--- config.mk ---
export PLATFORM = sky130hd
export DESIGN_NAME = fp_f2i
export DESIGN_NICKNAME = d
export VERILOG_FILES = /design/src/rtl/fp_f2i.sv
export SDC_FILE = /design/constraint.sdc
export NUM_CORES = 1
export LEC_CHECK = 0
export ABC_AREA = 0
export CORE_UTILIZATION = 23
export CTS_CLUSTER_SIZE = 12
export DETAILED_ROUTE_END_ITERATION = 10
export DONT_BUFFER_PORTS = 1
export GPL_TIMING_DRIVEN = 0
export PLACE_DENSITY = 0.38
export SYNTH_ARGS = -nofsm -noshare
export SYNTH_HDL_FRONTEND = slang
export SYNTH_SLANG_ARGS = --single-unit
--- constraint.sdc ---
create_clock -name clk -period 5 [get_ports clk]
set_clock_uncertainty 0.05 [all_clocks]
set_input_delay 0.25 -clock clk [delete_from_list [all_inputs] [get_ports clk]]
set_output_delay 0.25 -clock clk [all_outputs]
set_load 0.02 [all_outputs]
--- src/rtl/fp_f2i.sv ---
// ---------------------------------------------------------------------------
// fp_f2i -- multi-cycle IEEE-754 binary32 to signed 32-bit integer converter.
//
// Ports
//   clk      : clock, all state updates on the rising edge
//   rst      : asynchronous active-high reset
//   start    : one-cycle request, sampled together with in1/round_m when
//              the unit is idle
//   in1      : binary32 operand
//   round_m  : rounding mode (000 RNe, 001 RZ, 010 RD, 011 RU, 100 RNa,
//              anything else behaves as RNe)
//   out      : two's-complement integer result
//   busy     : high from the cycle after an accepted start through the
//              done cycle
//   done     : one-cycle pulse; out/inv/inexact are valid from this cycle
//              until they are overwritten by the next conversion
//   inv      : invalid (NaN, infinity or out-of-range result)
//   inexact  : result differs from the operand value (never set with inv)
//
// Handshake: a request is accepted on a rising edge where start=1 and the
// unit is idle with busy=0. Any start seen while busy=1, including during
// the done cycle, is dropped. Exactly one done pulse follows each accepted
// request unless rst intervenes, in which case no done pulse is produced.
//
// Optional build macro FP_F2I_FASTSHIFT_EN: the alignment shifter moves four
// bit positions per cycle while at least four remain. Results are identical
// with and without it; only the latency changes.
//
// Datapath layout (35 bits): [34:3] integer magnitude, [2] guard,
// [1] round, [0] sticky.
// ---------------------------------------------------------------------------
module fp_f2i (
   input  logic        clk,
   input  logic        rst,
   input  logic        start,
   input  logic [31:0] in1,
   input  logic [2:0]  round_m,
   output logic [31:0] out,
   output logic        busy,
   output logic        done,
   output logic        inv,
   output logic        inexact
);

   typedef enum logic [2:0] {
      IDLE   = 3'd0,
      UNPACK = 3'd1,
      SHIFT  = 3'd2,
      ROUND  = 3'd3,
      DONE   = 3'd4
   } state_t;

   state_t      state;
   logic [31:0] op_q;       // latched operand
   logic [2:0]  rm_q;       // latched rounding mode
   logic [34:0] dp;         // alignment datapath
   logic [4:0]  cnt;        // remaining shift steps (bit positions)
   logic        dir_left;   // 1: shift left, 0: shift right
   logic        bad_q;      // operand classified invalid during UNPACK
   logic        sat_neg_q;  // saturate towards 0x80000000 when invalid

   // ---------------- operand classification ----------------
   logic [7:0]  exp_w;
   logic        is_special;
   logic        is_nan;
   logic        is_big;
   logic        is_small;
   logic        op_nonzero;

   always_comb begin
      exp_w      = op_q[30:23];
      is_special = (exp_w == 8'd255);
      is_nan     = is_special && (op_q[22:0] != 23'd0);
      // |x| >= 2^31 is out of range, except exactly -2^31.
      is_big     = (exp_w >= 8'd158) && (op_q != 32'hCF00_0000);
      // |x| < 0.5 (includes zeros and subnormals).
      is_small   = (exp_w < 8'd126);
      op_nonzero = (op_q[30:0] != 31'd0);
   end

   // Shift distance from the biased exponent. Normal-path exponents lie in
   // 126..158, so 150-E and E-150 both fit in five bits and can be computed
   // modulo 32 from the low exponent bits (150 mod 32 = 22).
   logic [4:0] rshift_n;
   logic [4:0] lshift_n;
   assign rshift_n = 5'd22 - exp_w[4:0];
   assign lshift_n = exp_w[4:0] - 5'd22;

   // ---------------- alignment shifter ----------------
   logic        step4;
   logic [34:0] dp_shift;
   logic [4:0]  cnt_nxt;

`ifdef FP_F2I_FASTSHIFT_EN
   assign step4 = (cnt >= 5'd4);
`else
   assign step4 = 1'b0;
`endif

   always_comb begin
      dp_shift = dp;
      if (dir_left) begin
         dp_shift = step4 ? (dp << 4) : (dp << 1);
      end else if (step4) begin
         // Everything leaving the guard/round/sticky window folds into sticky.
         dp_shift = {4'b0000, dp[34:5], |dp[4:0]};
      end else begin
         dp_shift = {1'b0, dp[34:2], dp[1] | dp[0]};
      end
      cnt_nxt = step4 ? (cnt - 5'd4) : (cnt - 5'd1);
   end

   // ---------------- rounding ----------------
   logic [31:0] mag;
   logic        g_bit;
   logic        s_bit;
   logic        lsb_bit;
   logic        sign_w;
   logic        inc;
   logic [32:0] rmag;
   logic        ovf;
   logic [31:0] res;

   always_comb begin
      mag     = dp[34:3];
      g_bit   = dp[2];
      s_bit   = dp[1] | dp[0];
      lsb_bit = dp[3];
      sign_w  = op_q[31];
      case (rm_q)
         3'b001:  inc = 1'b0;                        // RZ
         3'b010:  inc = sign_w & (g_bit | s_bit);    // RD
         3'b011:  inc = ~sign_w & (g_bit | s_bit);   // RU
         3'b100:  inc = g_bit;                       // RNa
         default: inc = g_bit & (s_bit | lsb_bit);   // RNe
      endcase
      rmag = {1'b0, mag} + {32'd0, inc};
      // Negative side may reach 2^31 exactly (-2^31 is representable).
      ovf  = sign_w ? (rmag > 33'h0_8000_0000) : (rmag > 33'h0_7FFF_FFFF);
      res  = sign_w ? (~rmag[31:0] + 32'd1) : rmag[31:0];
   end

   // ---------------- control FSM ----------------
   always_ff @(posedge clk or posedge rst) begin
      if (rst) begin
         state     <= IDLE;
         op_q      <= 32'd0;
         rm_q      <= 3'd0;
         dp        <= 35'd0;
         cnt       <= 5'd0;
         dir_left  <= 1'b0;
         bad_q     <= 1'b0;
         sat_neg_q <= 1'b0;
         out       <= 32'd0;
         busy      <= 1'b0;
         done      <= 1'b0;
         inv       <= 1'b0;
         inexact   <= 1'b0;
      end else begin
         case (state)
            IDLE: begin
               done <= 1'b0;
               if (start && !busy) begin
                  op_q  <= in1;
                  rm_q  <= round_m;
                  busy  <= 1'b1;
                  state <= UNPACK;
               end
            end

            UNPACK: begin
               sat_neg_q <= op_q[31] & ~is_nan;
               dir_left  <= 1'b0;
               if (is_special || is_big) begin
                  bad_q <= 1'b1;
                  dp    <= 35'd0;
                  cnt   <= 5'd0;
                  state <= ROUND;
               end else if (is_small) begin
                  // Guard is 0 because |x| < 0.5; any nonzero operand only
                  // contributes sticky, which lets directed modes round to 1.
                  bad_q <= 1'b0;
                  dp    <= {34'd0, op_nonzero};
                  cnt   <= 5'd0;
                  state <= ROUND;
               end else begin
                  bad_q <= 1'b0;
                  dp    <= {8'd0, 1'b1, op_q[22:0], 3'b000};
                  if (exp_w >= 8'd150) begin
                     dir_left <= 1'b1;
                     cnt      <= lshift_n;
                     state    <= (lshift_n == 5'd0) ? ROUND : SHIFT;
                  end else begin
                     cnt   <= rshift_n;
                     state <= SHIFT;
                  end
               end
            end

            SHIFT: begin
               dp  <= dp_shift;
               cnt <= cnt_nxt;
               if (cnt_nxt == 5'd0) begin
                  state <= ROUND;
               end
            end

            ROUND: begin
               if (bad_q || ovf) begin
                  out     <= sat_neg_q ? 32'h8000_0000 : 32'h7FFF_FFFF;
                  inv     <= 1'b1;
                  inexact <= 1'b0;
               end else begin
                  out     <= res;
                  inv     <= 1'b0;
                  inexact <= g_bit | s_bit;
               end
               done  <= 1'b1;
               state <= DONE;
            end

            DONE: begin
               done  <= 1'b0;
               busy  <= 1'b0;
               state <= IDLE;
            end

            default: begin
               state <= IDLE;
               busy  <= 1'b0;
               done  <= 1'b0;
            end
         endcase
      end
   end

endmodule

==> results of run 1 <==
[logic make-up after synthesis]
| logic type | after synthesis | synth area share [%] |
|---|---|---|
| AND/OR/NAND/NOR | 286 | 20.5 |
| buffers and inverters | 85 | 4.85 |
| multiplexers | 73 | 10.1 |
| adder cells (fa/ha/maj) | 11 | 1.80 |
| XOR/XNOR | 65 | 7.43 |
| AO/OA/AOI/OAI | 170 | 17.1 |
| flip-flops | 117 | 38.2 |
[registers in the layout, summed over array words and instances (netlist names)]
signal and count:
dp 35, op_q 32, out 32, cnt 5
rm_q 3, state 3, bad_q 1, busy 1
dir_left 1, done 1, inexact 1, inv 1
sat_neg_q 1
[report_power, final]
group	internal [mW]	total [mW]	switching, mW
Combinational	1.28	2.96	1.68
Clock	0.801	1.29	0.487
Sequential	1.36	1.96	0.605
[Yosys cell counts, types with 4 or more instances]
cell type,count
nor2_1,71
xnor2_1,41
a211o_1,8
nor3_1,22
nor3_2,4
nor4_1,19
a221o_1,47
or3_1,7
mux2i_1,39
mux2_2,34
o31ai_1,7
and2_1,12
clkbuf_1,43
ha_1,11
nand2_1,66
buf_1,4
nand4_1,11
and4_1,5
a21oi_1,14
o21ai_0,42
and3_1,15
buf_2,15
inv_1,17
nand3_1,17
nand2b_1,8
o41ai_1,4
a31oi_1,7
dfrtp_1,117
xor2_1,24
a211oi_1,6
[final timing paths]
| check | to | slack [ns] | from | depth (start not counted) |
|---|---|---|---|---|
| hold / removal | state[0]$_DFFE_PP0P_ | 0.22 | start | 4 |
| max in group asynchronous | out[4]$_DFFE_PP0P_ | 3.86 | rst | 3 |
| setup reg to reg | out[29]$_DFFE_PP0P_ | 0.32 | op_q[31]$_DFFE_PP0P_ | 20 |
| setup / recovery | out[29]$_DFFE_PP0P_ | 0.32 | op_q[31]$_DFFE_PP0P_ | 20 |
| hold reg to reg | state[0]$_DFFE_PP0P_ | 0.47 | state[2]$_DFFE_PP0P_ | 1 |
| min in group asynchronous | cnt[2]$_DFFE_PP0P_ | 0.27 | rst | 2 |
[metrics by stage]
| stage | std cells | util, % |
|---|---|---|
| 5_1_grt | 1335 | 29.1 |
| 4_1_cts | 1323 | 28.4 |
| 6_report | 1335 | 29.1 |
| 2_1_floorplan | 807 | - |
| 3_5_place_dp | 1250 | 25.3 |
| 3_3_place_gp | 1249 | 25.2 |
[layout make-up]
class	instances	area share (%)
Timing Repair Buffer	55	5.51
Tap cell	442	5.82
Multi-Input combinational cell	605	47.3
Clock inverter	14	1.84
Buffer	67	3.40
Inverter	17	0.724
Clock buffer	18	4.62
Sequential cell	117	30.8
[routing by layer]
layer	share of wire, %	vias up	global-route usage [%]
met5	0	-	0
met1	53	3088	22.8
met4	0.84	0	3.33
li1	-	3132	-
met2	42	118	21.3
met3	3.5	14	3.28
[critical path, delay by kind of cell (launching register included)]
kind | cells | cell delay [ns]
compound gates | 7 | 1.56
fa+ha+maj | 1 | 0.30
simple gates | 5 | 0.92
buf+inv | 6 | 1.14
flops | 1 | 0.44
xor+xnor | 1 | 0.14
[repair_timing]
action,CTS,global route
pin swaps,3,8
setup endpoints to repair,34,34
gates resized for setup,6,30
hold buffers,36,0
buffers inserted,5,13
endpoints found under the hold margin,73,0
cloned,0,0
==> run summary, run 1 <==
Type of the tightest min-delay check: primary input to flop
P_leak: 3.79 nW
Leading cell type in the layout, fill and taps excluded: dfrtp_1
Final critical delay including setup and external delays: 4.68 ns
Path type of the worst setup path: flop to flop
Number of synthesized register bits: 117
Via count of the first global-routing pass: 6362
Design Power: 6.20 mW
Combined area of the multi-input logic cells: 4490 um2
Routed WL per cell: 18.3 um
Number of enable-type register cells in the synthesized netlist: 0
Maximum clock frequency: 213 MHz
Post-route DRC violation count: 0
First-pass iteration count of the detailed router: 4
Port-buffer cells: 0
Crit path top cell by count: buf_4
Max-slew violation count: 0
Chip Height: 184 um
Total number of placement rows: 66
Initial antenna violation count: 0
DP HPWL: 18200 um
Io pins: 74
Tightest hold margin: 0.216 ns
Power per cell area: 653 nW/um2
Critical Path, Cell by Cell: clkbuf_4 > buf_4 > o21ai_0 > o21ai_0 > nand2_1 > nand2_1 > o31ai_1 > ha_2 > buf_4 > and3_1 > clkbuf_4 > nand4_4 > or3_4 > a211oi_4 > o211ai_1 > buf_4 > buf_4 > o41ai_2 > xnor2_1 > a211o_1
Final net count: 929
VDD IR-drop max: 0.255 mV
CP Launch Type: flop
Fraction of the cycle the final worst path needs: 93.7%
GRT Resource Usage Total: 15.0%
Share of the synthesized area in the top cell type: 38.2%
Number of buffers added by the clock tree synthesis step: 17
Clock-pin slew on the worst setup and hold paths: 0.06 ns
Post-place setup slack: -0.955 ns
Final weighted congestion in routability-driven placement: 0.774
Clock H-tree levels: 4
Delay of the slowest cell on the worst path: 0.46 ns
Number of sinks on the clock net: 117
Distinct cell type count of the synthesized netlist: 74
Final Hold Vio Count: 0
Synthesized instance count: 807
Syn-to-layout area delta: 24.0%
Final setup violating endpoints: 0
Maximum fanout along the worst path: 10
Number of fillers in the final layout: 3483
Root Driver: clkbuf_16
Final worst-path setup slack: 0.316 ns
Die width: 184 um
CTS tree: done
Library cell occupying the most area in the post-synthesis netlist: dfrtp_1
Via density: 4.76
Antenna Violating Nets Remaining: 0
Antenna cells: 0
Number of nets produced by synthesis: 856
DRT Wirelength: 24400 um
Leading cell types in the layout, fill and taps excluded: dfrtp_1 (116), nor2_1 (70), nand2_1 (66), a221o_1 (47), o21ai_0 (41)
Netlist area before placement: 7660 um2
Die Area: 34000 um2
Initial core utilization: 23.5%
Share of the yosys chip area belonging to registers: 38.2%
Critical Path End Type: flop
Wire length of the first global-routing pass: 39000 um
Synth async-reset ratio: 100%
Master of the slowest instance on the critical path: or3_4
Maximum clock insertion buffer count: 2
Area occupied by registers: 2930 um2
Arrival time of data at the critical path endpoint: 4.94 ns
Biggest area contributors in the synthesized netlist: dfrtp_1 (38%), a221o_1 (6.1%), mux2i_1 (5.1%), mux2_2 (5.0%), xnor2_1 (4.7%)
Actual slew at the worst max-slew pin: 1.33 ns
Average cell area after synthesis: 9.49 um2
Placeable core region: 32600 um2
Result of the run: finished clean
Insertion delay to the later sink of the worst-skew pair: 0.43 ns
Maximum number of pins on one net before global-route repair: 80
Relative slew margins: 10.5%
Cell area reported after detailed placement: 8250 um2
YS warnings: 0
Top flip-flop cell by instance count after synthesis: dfrtp_1
Aggregate global routing overflow: 0
CP required: 5.26 ns
Fraction of final layout cells sized beyond drive strength 1: 16.5%
Max Cap Viol: 0
Vias after detailed routing: 6352
Total non-filler cell area in the finished layout: 9500 um2
Sum of negative setup slack: 0 ns
Iteration-0 DRC count of the detailed router: 351
No activity file was read; power rests on OpenSTA's default activity.
==> inputs of run 2 (changes only) <==
--- a/config.mk
+++ b/config.mk
@@ -6,12 +6,14 @@
 export NUM_CORES = 1
 export LEC_CHECK = 0
 export ABC_AREA = 0
+export CORE_MARGIN = 2
 export CORE_UTILIZATION = 23
 export CTS_CLUSTER_SIZE = 12
 export DETAILED_ROUTE_END_ITERATION = 10
 export DONT_BUFFER_PORTS = 1
 export GPL_TIMING_DRIVEN = 0
 export PLACE_DENSITY = 0.38
+export REMOVE_ABC_BUFFERS = 1
 export SYNTH_ARGS = -nofsm -noshare
 export SYNTH_HDL_FRONTEND = slang
 export SYNTH_SLANG_ARGS = --single-unit
==> run 2 against run 1 <==
  * Cell area decreased by 2.1%
  * Register-to-register slack got worse by 0.08 ns
  * Critical path type unchanged
  * Highest routed layer unchanged
  * Fmax fell by 1.7%
  * Power down 3.0%
  * Wire length decreased by 0.59%
  * Final cell count down 4.1%
  * Utilization shrank 0.68 points
  * Setup slack lost 0.082 ns
  * Sequential power is 13% higher
==> run summary, run 2 (synthesis gave the netlist of run 1 again) <==
Total number of placement rows: 66 (unchanged)
GRT Resource Usage Total: 14.1% (-0.94 points)
Largest register by flop count: dp
Via density: 4.88 (+2.5%)
Chip Height: 186 um (+1.1%)
Power per cell area: 647 nW/um2 (-0.96%)
Port-buffer cells: 0 (unchanged)
Aggregate global routing overflow: 0 (unchanged)
Maximum clock frequency: 210 MHz (-1.7%)
Largest registers: dp: 35 flops, op_q: 32 flops, out: 32 flops
Relative slew margins: 33.7% (+23 points)
Syn-to-layout area delta: 21.4%
Vias after detailed routing: 6244 (-1.7%)
Fraction of the cycle the final worst path needs: 95.3% (+1.6 points)
CTS tree: done
Critical Path End Type: flop
Via count of the first global-routing pass: 6125 (-3.7%)
Maximum number of pins on one net before global-route repair: 63 (-21%)
Sum of negative setup slack: 0 ns (unchanged)
First-pass iteration count of the detailed router: 4 (unchanged)
Io pins: 74 (unchanged)
Actual slew at the worst max-slew pin: 0.987 ns (-0.346 ns)
Antenna cells: 0 (unchanged)
Final setup violating endpoints: 0 (unchanged)
CP required: 5.26 ns (about the same)
Placeable core region: 32700 um2 (+0.25%)
Clock H-tree levels: 4 (unchanged)
Final net count: 874 (-5.9%)
Initial core utilization: 23.4% (-0.059 points)
Antenna Violating Nets Remaining: 0 (unchanged)
DP HPWL: 16200 um (-11%)
CP Launch Type: flop
Largest register FFs: 35 (unchanged)
DRT Wirelength: 24200 um (-0.59%)
Maximum fanout along the worst path: 24 (+14)
Maximum clock insertion buffer count: 2 (unchanged)
Final weighted congestion in routability-driven placement: 0.758 (-2.1%)
Final critical delay including setup and external delays: 4.77 ns (+0.0824 ns)
Result of the run: finished clean
Final Hold Vio Count: 0 (unchanged)
P_leak: 3.68 nW (-3.0%)
Type of the tightest min-delay check: primary input to flop
Routed WL per cell: 18.9 um (+3.7%)
Leading cell type in the layout, fill and taps excluded: dfrtp_1
Leading cell types in the layout, fill and taps excluded: dfrtp_1 (115), nor2_1 (71), nand2_1 (65), a221o_1 (47), o21ai_0 (42)
Number of buffers added by the clock tree synthesis step: 17 (unchanged)
Arrival time of data at the critical path endpoint: 5.03 ns (+0.09 ns)
Fraction of final layout cells sized beyond drive strength 1: 15.8% (-0.71 points)
Insertion delay to the later sink of the worst-skew pair: 0.43 ns (about the same)
Initial antenna violation count: 0 (unchanged)
Design Power: 6.02 mW (-3.0%)
Iteration-0 DRC count of the detailed router: 414 (+18%)
Root Driver: clkbuf_16
Max-slew violation count: 0 (unchanged)
Wire length of the first global-routing pass: 38400 um (-1.6%)
Max Cap Viol: 0 (unchanged)
Die width: 186 um (+1.1%)
Clock-pin slew on the worst setup and hold paths: 0.06 ns (about the same)
Number of sinks on the clock net: 117 (unchanged)
RSZ-0062 raised after global routing: false
Post-route DRC violation count: 0 (unchanged)
Die Area: 34800 um2 (+2.2%)
Path type of the worst setup path: flop to flop
VDD IR-drop max: 0.358 mV (+40%)
-- run 2: cell types whose count changed in the layout (fill, tap and decap cells not counted), moves of 2 or more --
cell / change
o41ai_2: -2
buf_1: -4
buf_6: -2
buf_12: +3
buf_2: -11
buf_8: +2
buf_4: -2
nor3_1: +2
clkbuf_1: -40
clkbuf_4: -3
-- run 2: what timing repair did --
item                       4_1_cts  5_1_grt
gates cloned                     1        0
pin swaps                        4        2
hold endpoints to repair        96        0
buffers inserted                10        9
resized for setup               11        1
setup endpoints to repair       34       34
hold buffers                    36        0
-- run 2: cell type report --
class | instances | area, um2
Tap cell | 442 | 553
Clock inverter | 14 | 174
Multi-Input combinational cell | 606 | 4450
Timing Repair Buffer | 66 | 683
Sequential cell | 117 | 2930
Fill cell | 3566 | 23400
Inverter | 17 | 72.6
Clock buffer | 18 | 439
-- run 2: worst max-delay path, stage by stage, from the launching register on --
cell and delay (ns):
dfrtp_4 0.53, buf_4 0.16, o21ai_0 0.14, o21ai_0 0.10, nand2_1 0.07, nand2_1 0.05
o31ai_1 0.09, ha_2 0.31, buf_4 0.15, and3_1 0.36, nand4_4 0.21, or3_1 0.45
a211oi_2 0.35, o211ai_1 0.29, o41ai_4 0.46, o211a_4 0.25, nor3_4 0.06, buf_12 0.15
buf_16 0.15, a211o_1 0.26
-- run 2: final timing paths --
kind,startpoint,to,slack (ns),cells after the start
worst max register to register,op_q[31]$_DFFE_PP0P_,out[0]$_DFFE_PP0P_,0.23,19
worst min-delay path,start,busy$_DFFE_PP0P_,0.13,3
worst min register to register,op_q[5]$_DFFE_PP0P_,dp[8]$_DFFE_PP0P_,0.48,1
min in group asynchronous,rst,op_q[8]$_DFFE_PP0P_,0.36,2
max in group asynchronous,rst,out[26]$_DFFE_PP0P_,3.81,3
worst max-delay path,op_q[31]$_DFFE_PP0P_,out[0]$_DFFE_PP0P_,0.23,19
-- run 2: per-layer routing --
layer  global-route usage [%]  wire (um)  vias up
li1                         -          -     3049
met3                     3.25        850        9
met1                     21.4      13000     3078
met4                     2.56        140        0
met5                        0          0        -
met2                     20.3      10300      108
-- run 2: per-stage QoR --
stage                     worst slack [ns]  instances  instance area (um2)  util [%]  hold slack (ns)
after floorplan                     -0.455        739                 7350         -            0.317
after global placement               -3.58       1181                 7910      24.2            0.321
after detailed placement             -2.90       1192                 8100      24.8            0.200
after CTS                           0.0656       1271                 9230      28.2            0.117
after global routing                0.0324       1280                 9300      28.4            0.127
final                                0.234       1280                 9300      28.4            0.133
-- run 2: report_power, final --
part           total (mW)  switching (mW)  leakage [nW]  internal (mW)
sequential           2.21           0.852          1.48           1.35
clock                1.31           0.511         0.301          0.802
combinational        2.50            1.33          1.89           1.17
total                6.02            2.69          3.68           3.32
